==> config.mk <==
export PLATFORM = sky130hd
export DESIGN_NAME = nibble_serial_accumulator
export DESIGN_NICKNAME = d
export VERILOG_FILES = /design/src/rtl/nibble_serial_accumulator_pkg.sv /design/src/rtl/nibble_serial_accumulator_binary_adder.sv /design/src/rtl/nibble_serial_accumulator.sv
export SDC_FILE = /design/constraint.sdc
export NUM_CORES = 1
export LEC_CHECK = 0
export BUFFER_PORTS_ARGS = -buffer_cell sky130_fd_sc_hd__buf_2
export CORE_UTILIZATION = 56
export CTS_CLUSTER_DIAMETER = 200
export CTS_CLUSTER_SIZE = 24
export DETAILED_ROUTE_END_ITERATION = 8
export HOLD_SLACK_MARGIN = 0.08
export PLACE_DENSITY = 0.83
export SYNTH_ARGS = -nofsm -noshare
export SYNTH_HDL_FRONTEND = slang
export SYNTH_SLANG_ARGS = --single-unit
==> constraint.sdc <==
create_clock -name clk -period 4.25 [get_ports clk]
set_input_delay 0.6375 -clock clk [delete_from_list [all_inputs] [get_ports clk]]
set_output_delay 0.6375 -clock clk [all_outputs]
set_load 0.005 [all_outputs]
==> src/rtl/nibble_serial_accumulator_pkg.sv <==
// Shared types and constants for the nibble-serial accumulator.
// The state type is shared so the datapath and any observers agree on the encoding.
package nibble_serial_accumulator_pkg;

  localparam int unsigned NIBBLE_W = 4;

  typedef enum logic [1:0] {
    StIdle,
    StAddLo,
    StAddHi,
    StDone
  } state_e;

endpackage

==> src/rtl/nibble_serial_accumulator_binary_adder.sv <==
// 4-bit ripple-carry adder; sum[NIBBLE_W] is the carry out.
module nibble_serial_accumulator_binary_adder
  import nibble_serial_accumulator_pkg::*;
(
  input  logic [NIBBLE_W-1:0] a,
  input  logic [NIBBLE_W-1:0] b,
  output logic [NIBBLE_W:0]   sum
);

  logic [NIBBLE_W:0] c;

  always_comb begin
    c   = '0;
    sum = '0;
    for (int i = 0; i < NIBBLE_W; i++) begin
      sum[i]  = a[i] ^ b[i] ^ c[i];
      c[i+1]  = (a[i] & b[i]) | (c[i] & (a[i] ^ b[i]));
    end
    sum[NIBBLE_W] = c[NIBBLE_W];
  end

endmodule

==> src/rtl/nibble_serial_accumulator.sv <==
// Sums N_OPS 4-bit operands into a NIBBLES-wide accumulator, one nibble per clock,
// reusing a single 4-bit adder; result handed off over valid/ready with a sticky overflow flag.
module nibble_serial_accumulator
  import nibble_serial_accumulator_pkg::*;
#(
  parameter int unsigned NIBBLES = 2,
  parameter int unsigned N_OPS   = 4
) (
  input  logic                         clk,
  input  logic                         rst,
  input  logic                         clr,
  input  logic [NIBBLE_W-1:0]          in_data,
  input  logic                         in_valid,
  output logic                         in_ready,
  output logic [NIBBLE_W*NIBBLES-1:0]  out_sum,
  output logic                         out_ovf,
  output logic                         out_valid,
  input  logic                         out_ready
);

  localparam int unsigned ACC_W   = NIBBLE_W * NIBBLES;
  localparam logic [1:0]  TopIdx  = 2'(NIBBLES - 1);
  localparam logic [7:0]  LastCnt = 8'(N_OPS - 1);

  state_e                state_q, state_d;
  logic [ACC_W-1:0]      acc_q, acc_d;
  logic [7:0]            op_cnt_q, op_cnt_d;
  logic [1:0]            nib_idx_q, nib_idx_d;
  logic                  carry_q, carry_d;
  logic                  ovf_q, ovf_d;
  logic [NIBBLE_W-1:0]   opnd_q, opnd_d;

  logic [NIBBLE_W-1:0]   cur_nib;
  logic [NIBBLE_W-1:0]   add_a, add_b;
  logic [NIBBLE_W:0]     add_sum;

  // Accumulator nibble addressed by nib_idx.
  always_comb begin
    cur_nib = '0;
    for (int unsigned i = 0; i < NIBBLES; i++) begin
      if (nib_idx_q == 2'(i)) begin
        cur_nib = acc_q[NIBBLE_W*i +: NIBBLE_W];
      end
    end
  end

  always_comb begin
    add_a = '0;
    add_b = '0;
    case (state_q)
      StAddLo: begin
        add_a = acc_q[NIBBLE_W-1:0];
        add_b = opnd_q;
      end
      StAddHi: begin
        add_a = cur_nib;
        add_b = {{(NIBBLE_W-1){1'b0}}, carry_q};
      end
      default: ;
    endcase
  end

  nibble_serial_accumulator_binary_adder u_binary_adder (
    .a   (add_a),
    .b   (add_b),
    .sum (add_sum)
  );

  always_comb begin
    state_d   = state_q;
    acc_d     = acc_q;
    op_cnt_d  = op_cnt_q;
    nib_idx_d = nib_idx_q;
    carry_d   = carry_q;
    ovf_d     = ovf_q;
    opnd_d    = opnd_q;

    case (state_q)
      StIdle: begin
        if (in_valid && in_ready) begin
          opnd_d  = in_data;
          state_d = StAddLo;
        end
      end
      StAddLo: begin
        acc_d[NIBBLE_W-1:0] = add_sum[NIBBLE_W-1:0];
        carry_d             = add_sum[NIBBLE_W];
        nib_idx_d           = 2'd1;
        state_d             = StAddHi;
      end
      StAddHi: begin
        for (int unsigned i = 0; i < NIBBLES; i++) begin
          if (nib_idx_q == 2'(i)) begin
            acc_d[NIBBLE_W*i +: NIBBLE_W] = add_sum[NIBBLE_W-1:0];
          end
        end
        carry_d = add_sum[NIBBLE_W];
        // Every nibble is walked even when the carry dies early, keeping timing fixed.
        if (nib_idx_q == TopIdx) begin
          ovf_d     = ovf_q | add_sum[NIBBLE_W];
          op_cnt_d  = op_cnt_q + 8'd1;
          nib_idx_d = 2'd0;
          state_d   = (op_cnt_q == LastCnt) ? StDone : StIdle;
        end else begin
          nib_idx_d = nib_idx_q + 2'd1;
        end
      end
      StDone: begin
        if (out_valid && out_ready) begin
          acc_d    = '0;
          op_cnt_d = '0;
          ovf_d    = 1'b0;
          carry_d  = 1'b0;
          state_d  = StIdle;
        end
      end
      default: state_d = StIdle;
    endcase

    // Batch abort outranks any handshake in the same cycle.
    if (clr) begin
      state_d   = StIdle;
      acc_d     = '0;
      op_cnt_d  = '0;
      nib_idx_d = '0;
      carry_d   = 1'b0;
      ovf_d     = 1'b0;
      opnd_d    = '0;
    end
  end

  always_ff @(posedge clk) begin
    if (rst) begin
      state_q   <= StIdle;
      acc_q     <= '0;
      op_cnt_q  <= '0;
      nib_idx_q <= '0;
      carry_q   <= 1'b0;
      ovf_q     <= 1'b0;
      opnd_q    <= '0;
    end else begin
      state_q   <= state_d;
      acc_q     <= acc_d;
      op_cnt_q  <= op_cnt_d;
      nib_idx_q <= nib_idx_d;
      carry_q   <= carry_d;
      ovf_q     <= ovf_d;
      opnd_q    <= opnd_d;
    end
  end

  assign in_ready  = (state_q == StIdle);
  assign out_valid = (state_q == StDone);
  assign out_sum   = out_valid ? acc_q : '0;
  assign out_ovf   = out_valid & ovf_q;

endmodule
==> results of run 1 <==
layout make-up:
type | instances | area [sq um]
inverters | 8 | 30.0
multi-input cells | 127 | 835
flip-flops and latches | 26 | 520
well taps | 28 | 35.0
fillers | 199 | 759
clock buffers | 3 | 22.5
repair buffers | 19 | 95.1
power by group:
group / switching, mW / leakage [nW] / internal, mW
clock: 0.0701 / 0.0138 / 0.0333
combinational: 0.0225 / 0.356 / 0.0128
sequential: 0.00215 / 0.210 / 0.246
worst paths after layout:
path                                               from                endpoint  slack (ns)  depth (start not counted)
worst max-delay path            state_q[0]$_SDFFE_PP0P_   acc_q[7]$_SDFFE_PP0P_        0.74                         15
worst min register to register   opnd_q[2]$_SDFFE_PP0P_  opnd_q[2]$_SDFFE_PP0P_        0.47                          2
worst min-delay path             opnd_q[2]$_SDFFE_PP0P_  opnd_q[2]$_SDFFE_PP0P_        0.47                          2
worst max register to register  state_q[0]$_SDFFE_PP0P_   acc_q[7]$_SDFFE_PP0P_        0.74                         15
worst reg2reg max path, cell delays in order (launching register included):
cell and delay (ns):
dfxtp_1 0.37, inv_1 0.12, ha_1 0.43, or3b_2 0.50, nand2b_1 0.16, a22oi_1 0.11
nor2b_1 0.14, ha_1 0.15, inv_1 0.05, fa_1 0.35, inv_1 0.08, fa_1 0.17
fa_1 0.43, nor4b_1 0.16, a21oi_1 0.14, nor2_1 0.05
through the flow:
stage               cell area (sq um)  worst slack (ns)  total power, mW  utilization
floorplan                        1420              1.27            0.277            -
global placement                 1520             0.959            0.287        0.660
detailed placement               1520             0.843            0.288        0.660
CTS                              1540             0.789            0.388        0.669
global route                     1540             0.526            0.402        0.669
finish                           1540             0.741            0.387        0.669
logic make-up (layout without fill, tap and decap cells):
| group | Yosys count | in the layout | share of synthesized area |
|---|---|---|---|
| multiplexers | 2 | 2 | 0.0141 |
| AND/OR/NAND/NOR | 70 | 70 | 0.267 |
| adder cells (fa/ha/maj) | 9 | 9 | 0.0954 |
| AO/OA/AOI/OAI | 44 | 44 | 0.201 |
| buffers and inverters | 16 | 30 | 0.0433 |
| XOR/XNOR | 2 | 2 | 0.0124 |
| flip-flops | 26 | 26 | 0.367 |
layer usage:
layer | global-route usage | routed length (microns) | vias to the layer above | part of all wire
li1 | - | - | 630 | -
met1 | 0.362 | 1450 | 604 | 0.46
met2 | 0.422 | 1490 | 45 | 0.47
met3 | 0.0319 | 156 | 11 | 0.049
met4 | 0.110 | 70 | 0 | 0.022
met5 | 0 | 0 | - | 0
cell usage after synthesis (all sizes together) (2+ instances only):
master,n
a21o,2
a21oi,18
or4,3
o21ai,5
and2,11
fa,3
a22o,5
dfxtp,26
o31ai,3
nor2b,5
a22oi,4
nand2,11
ha,6
a211oi,3
inv,8
xnor2,2
nor4b,4
nor4,2
clkbuf,7
nand2b,2
mux2i,2
nor2,15
nand3,9
nand4,2
registers in the layout, indices dropped and copies added (netlist names):
register / cells
carry_q: 1
state_q: 2
acc_q: 8
opnd_q: 4
ovf_q: 1
op_cnt_q: 8
nib_idx_q: 2
==> impl_metrics.py, run 1 <==
metrics = {
    "status": {
        "status": "finished, final reports clean",
    },
    "global_routing": {
        "grt_pass1_vias": 1171,
        "grt_pass1_wl_mm": 5.35,
        "antenna_found_initial": 0,
        "track_usage": 0.266,
        "grt_max_degree": 24,
        "grt.overflow.total": 0,
    },
    "logic_synthesis": {
        "synth_area_sq_mm": 0.00142,
        "ys_warn_count": 0,
        "syn_avg_cell_area_sq_um": 8.38,
        "synth_enable_flop_cells": 0,
        "yosysTopAreaCell": "dfxtp_1",
        "async_reset_ff_frac": 0,
        "seq_area_frac_synth": 0.367,
        "yosysUniqueCellTypes": 35,
        "synth_top_cell_area_share": 0.367,
        "ys.flop_type": "dfxtp_1",
        "ys_ff_latch": 26,
        "synth_nets": 187,
        "syn_inst": 169,
        "synthTopCellsByArea": "dfxtp_1, a21oi_1, ha_1",
    },
    "critical_path": {
        "critPathLaunchType": "flip-flop",
        "critical_path.top_delay_family": "adder cells",
        "cp_slowest_cell": "or3b_2",
        "worstPathArrival_ns": 3.73,
        "path_max_fanout": 14,
        "worstPathCellList": "inv_1 -> ha_1 -> or3b_2 -> nand2b_1 -> a22oi_1 -> nor2b_1 -> ha_1 -> inv_1 -> fa_1 -> inv_1 -> fa_1 -> fa_1 -> nor4b_1 -> a21oi_1 -> nor2_1",
        "cp.required_ns": 4.47,
        "critPathCaptureType": "flip-flop",
        "crit_type": "reg -> reg",
        "crit_path_max_incr_delay_ns": 0.50,
        "path_buf_inv": 3,
    },
    "clock_tree": {
        "cts_tree": "built",
        "cts_num_sinks": 26,
        "clock-root-buffer": "clkbuf_4",
        "cts_buffer_depth": 2,
        "path_clk_slew_ns": 0.13,
        "cts_setup_buffers": 0,
        "worst_skew_pair.late_latency_ns": 0.32,
        "cts_resized": 0,
        "cts_inserted_buffers": 3,
        "h-tree-depth": 1,
        "hold_buffers": 0,
    },
    "die": {
        "core-area_sq_mm": 0.00230,
        "std_cell_rows": 17,
        "top_level_ports": 20,
        "die_w_microns": 52.3,
        "die_h_microns": 52.3,
        "dieArea_sq_mm": 0.00273,
        "start_util": 0.617,
    },
    "cells_and_area": {
        "fin_cells": 211,
        "nets": 203,
        "final_common_cell": "dfxtp_1",
        "syn2layout_area_growth_pct": 8.57,
        "antenna_cells": 0,
        "final_cell_mix": "dfxtp_1, buf_2, a21oi_1, nor2_1",
        "drive_gt1_frac": 0.142,
    },
    "timing": {
        "grt_setup_unrepaired": "no",
        "hold_viol_final": 0,
        "holdWs_ns": 0.469,
        "setup_viol": 0,
        "worst_slew_pin_slew_ns": 0.732,
        "clock_skew_ns": 0.00442,
        "layout_min_cycle_time_ns": 3.51,
        "fin_crit_sh": 0.826,
        "final.setup.tns_ns": 0,
        "relSlewSlack": 0.512,
        "fmax_mhz": 285,
        "slew_violations": 0,
    },
    "route": {
        "first_pass_iters": 4,
        "vias_per_cell": 6.11,
        "drcViolationCount": 0,
        "ant_nets": 0,
        "drt-total-wl_mm": 3.17,
        "vias": 1290,
        "wire_per_inst_microns": 15.0,
        "first_iter_violations": 63,
    },
    "min_path": {
        "min-delay-path-class": "reg -> reg",
    },
    "placed_design": {
        "place_hpwl_mm": 2.22,
        "gp_routability_congestion": 0.891,
        "dpl.cell_count": 208,
        "io_buffers": 19,
    },
    "power": {
        "ir_drop_mv": 0.184,
        "p_leak_nw": 0.580,
        "p_per_area_mw_per_mm2": 252,
    },
    "job": {
        "max-cap-violations": 0,
    },
}
Note: power is estimated with default switching activity, not from simulation.
==> run 2, diff against run 1 <==
ABC_AREA = 1   (was unset)
CORE_UTILIZATION = 51   (was 56)
PLACE_DENSITY = 0.79   (was 0.83)
clock period = 3 ns   (was 4.25 ns; I/O delays follow)
==> impl_metrics.py, run 2 <==
metrics = {
    "status": {
        "status": "complete, but fails checks",
        "violations": "design-rule violations",
    },
    "route": {
        "vias": 1437,
        "vias_per_cell": 4.96,
        "wire_per_inst_microns": 10.3,
        "first_iter_violations": 56,
        "drcViolationCount": 1,
        "ant_nets": 0,
        "drt-total-wl_mm": 2.98,
        "first_pass_iters": 6,
    },
    "logic_synthesis": {
        "ys_warn_count": 0,
        "synthTopCellsByCount": "nand2_1, nor2_1, inv_1, dfxtp_1, nand3_1",
        "synth_enable_flop_cells": 0,
        "seq_area_frac_synth": 0.330,
        "yosysTopAreaCell": "dfxtp_1",
        "ys_ff_latch": 26,
        "synth_nets": 260,
        "yosysUniqueCellTypes": 25,
        "syn_inst": 242,
        "async_reset_ff_frac": 0,
        "synth_area_sq_mm": 0.00158,
        "synth_most_common_cell": "nand2_1",
        "synth_top_cell_area_share": 0.330,
        "ys.flop_type": "dfxtp_1",
        "syn_avg_cell_area_sq_um": 6.52,
        "synthTopCellsByArea": "dfxtp_1, nand2_1, nor2_1",
    },
    "die": {
        "start_util": 0.554,
        "core-area_sq_mm": 0.00285,
        "die_h_microns": 57.6,
        "std_cell_rows": 19,
        "dieArea_sq_mm": 0.00332,
        "top_level_ports": 20,
        "die_w_microns": 57.6,
    },
    "power": {
        "total_power_mw": 0.552,
        "p_per_area_mw_per_mm2": 325,
        "p_leak_nw": 0.851,
        "ir_drop_mv": 0.161,
    },
    "cells_and_area": {
        "syn2layout_area_growth_pct": 7.61,
        "final_design_area_no_fill_sq_mm": 0.00170,
        "antenna_cells": 0,
        "drive_gt1_frac": 0.143,
        "nets": 279,
        "final_common_cell": "nand2_1",
        "final_cell_mix": "nand2_1, nor2_1, inv_1, dfxtp_1, buf_2",
        "top_regs": "acc_q x8, op_cnt_q x8, opnd_q x4",
    },
    "job": {
        "max-cap-violations": 0,
    },
    "clock_tree": {
        "clock-root-buffer": "clkbuf_4",
        "worst_skew_pair.late_latency_ns": 0.32,
        "cts_inserted_buffers": 3,
        "cts_resized": 0,
        "hold_buffers": 0,
        "cts_num_sinks": 26,
        "cts_setup_buffers": 0,
        "h-tree-depth": 1,
        "cts_buffer_depth": 2,
        "cts_tree": "built",
        "path_clk_slew_ns": 0.14,
    },
    "critical_path": {
        "crit_type": "reg -> reg",
        "worstPathArrival_ns": 3.01,
        "worstPathCellList": "inv_1 -> ha_1 -> inv_1 -> a21oi_1 -> ha_1 -> inv_1 -> fa_1 -> inv_1 -> fa_1 -> fa_1 -> nand2_1 -> inv_1 -> o21ai_0 -> nor2_1",
        "cp_slowest_cell": "dfxtp_1",
        "critPathLaunchType": "flip-flop",
        "cp.required_ns": 3.23,
        "path_max_fanout": 7,
        "critPathCaptureType": "flip-flop",
        "crit_path_max_incr_delay_ns": 0.40,
        "cp_common_cell": "inv_1",
    },
    "placed_design": {
        "dpl_cell_area_sq_mm": 0.00168,
        "io_buffers": 19,
        "place_hpwl_mm": 2.34,
        "place_ws_ns": 0.249,
        "gp_routability_congestion": 0.814,
    },
    "timing": {
        "fin_crit_sh": 0.927,
        "final.setup.tns_ns": 0,
        "clock_skew_ns": 0.00833,
        "setup_viol": 0,
        "worst_slack_ns": 0.218,
        "worst_slew_pin_slew_ns": 0.757,
        "slew_violations": 0,
        "fmax_mhz": 360,
        "grt_setup_unrepaired": "no",
        "relSlewSlack": 0.496,
        "hold_viol_final": 0,
        "layout_min_cycle_time_ns": 2.78,
    },
    "global_routing": {
        "grt_pass1_wl_mm": 5.09,
        "track_usage": 0.197,
        "grt.overflow.total": 0,
        "grt_max_degree": 20,
        "antenna_found_initial": 0,
        "grt_pass1_vias": 1201,
    },
    "min_path": {
        "min-delay-path-class": "in -> reg",
    },
}
## run 2: logic make-up (layout without fill, tap and decap cells)
family | Yosys count | in the layout | synth area share
AOI/OAI and AO/OA | 32 | 32 | 0.119
adders and majority gates | 9 | 9 | 0.0856
buffers and inverters | 44 | 61 | 0.120
DFF | 26 | 26 | 0.330
and+or+nand+nor | 131 | 131 | 0.345
## run 2: path summary, 6_finish.rpt
check                               start                      to  slack [ns]  cells past startpoint
hold reg to reg        ovf_q$_SDFFE_PP0P_      ovf_q$_SDFFE_PP0P_        0.47                      2
setup reg to reg  state_q[0]$_SDFFE_PP0P_   acc_q[7]$_SDFFE_PP0P_        0.22                     14
setup / recovery  state_q[0]$_SDFFE_PP0P_   acc_q[7]$_SDFFE_PP0P_        0.22                     14
hold / removal                 in_data[0]  opnd_q[0]$_SDFFE_PP0P_        0.37                      3
## run 2: layout make-up
| type | instances | area [sq um] |
|---|---|---|
| fill | 291 | 1150 |
| multi-input combinational | 172 | 868 |
| sequential | 26 | 520 |
| inverter | 37 | 139 |
| timing repair buffer | 21 | 110 |
| tap | 31 | 38.8 |
| clock buffer | 3 | 22.5 |
## run 2: metrics by stage
| step | hold WS (ns) | instances | utilization |
|---|---|---|---|
| after global placement | 0.448 | 287 | 0.588 |
| after global routing | 0.375 | 290 | 0.596 |
| final | 0.372 | 290 | 0.596 |
| after floorplan | 0.440 | 242 | - |
| after CTS | 0.373 | 290 | 0.596 |
| after detailed placement | 0.453 | 287 | 0.588 |
## run 2: worst max-delay path: cells and delay by family (launching register included)
family / cells / cell delay [ns]
fa+ha+maj: 5 / 1.45
flops: 1 / 0.40
buf+inv: 5 / 0.38
compound gates: 2 / 0.34
simple gates: 2 / 0.13
## run 2: layer usage
metal	part of all wire	wire length, microns	vias to the layer above	GRT usage
met4	0.013	38	0	0.0836
met5	0	0	-	0
met1	0.51	1510	614	0.268
met2	0.44	1320	31	0.319
li1	-	-	788	-
met3	0.039	117	4	0.0223
## run 2: where the power goes
part | internal, mW | switching [mW] | leakage [nW] | total (mW)
clock network | 0.0470 | 0.0990 | 0.0138 | 0.146
registers | 0.350 | 0.00362 | 0.210 | 0.354
logic | 0.0183 | 0.0338 | 0.627 | 0.0521
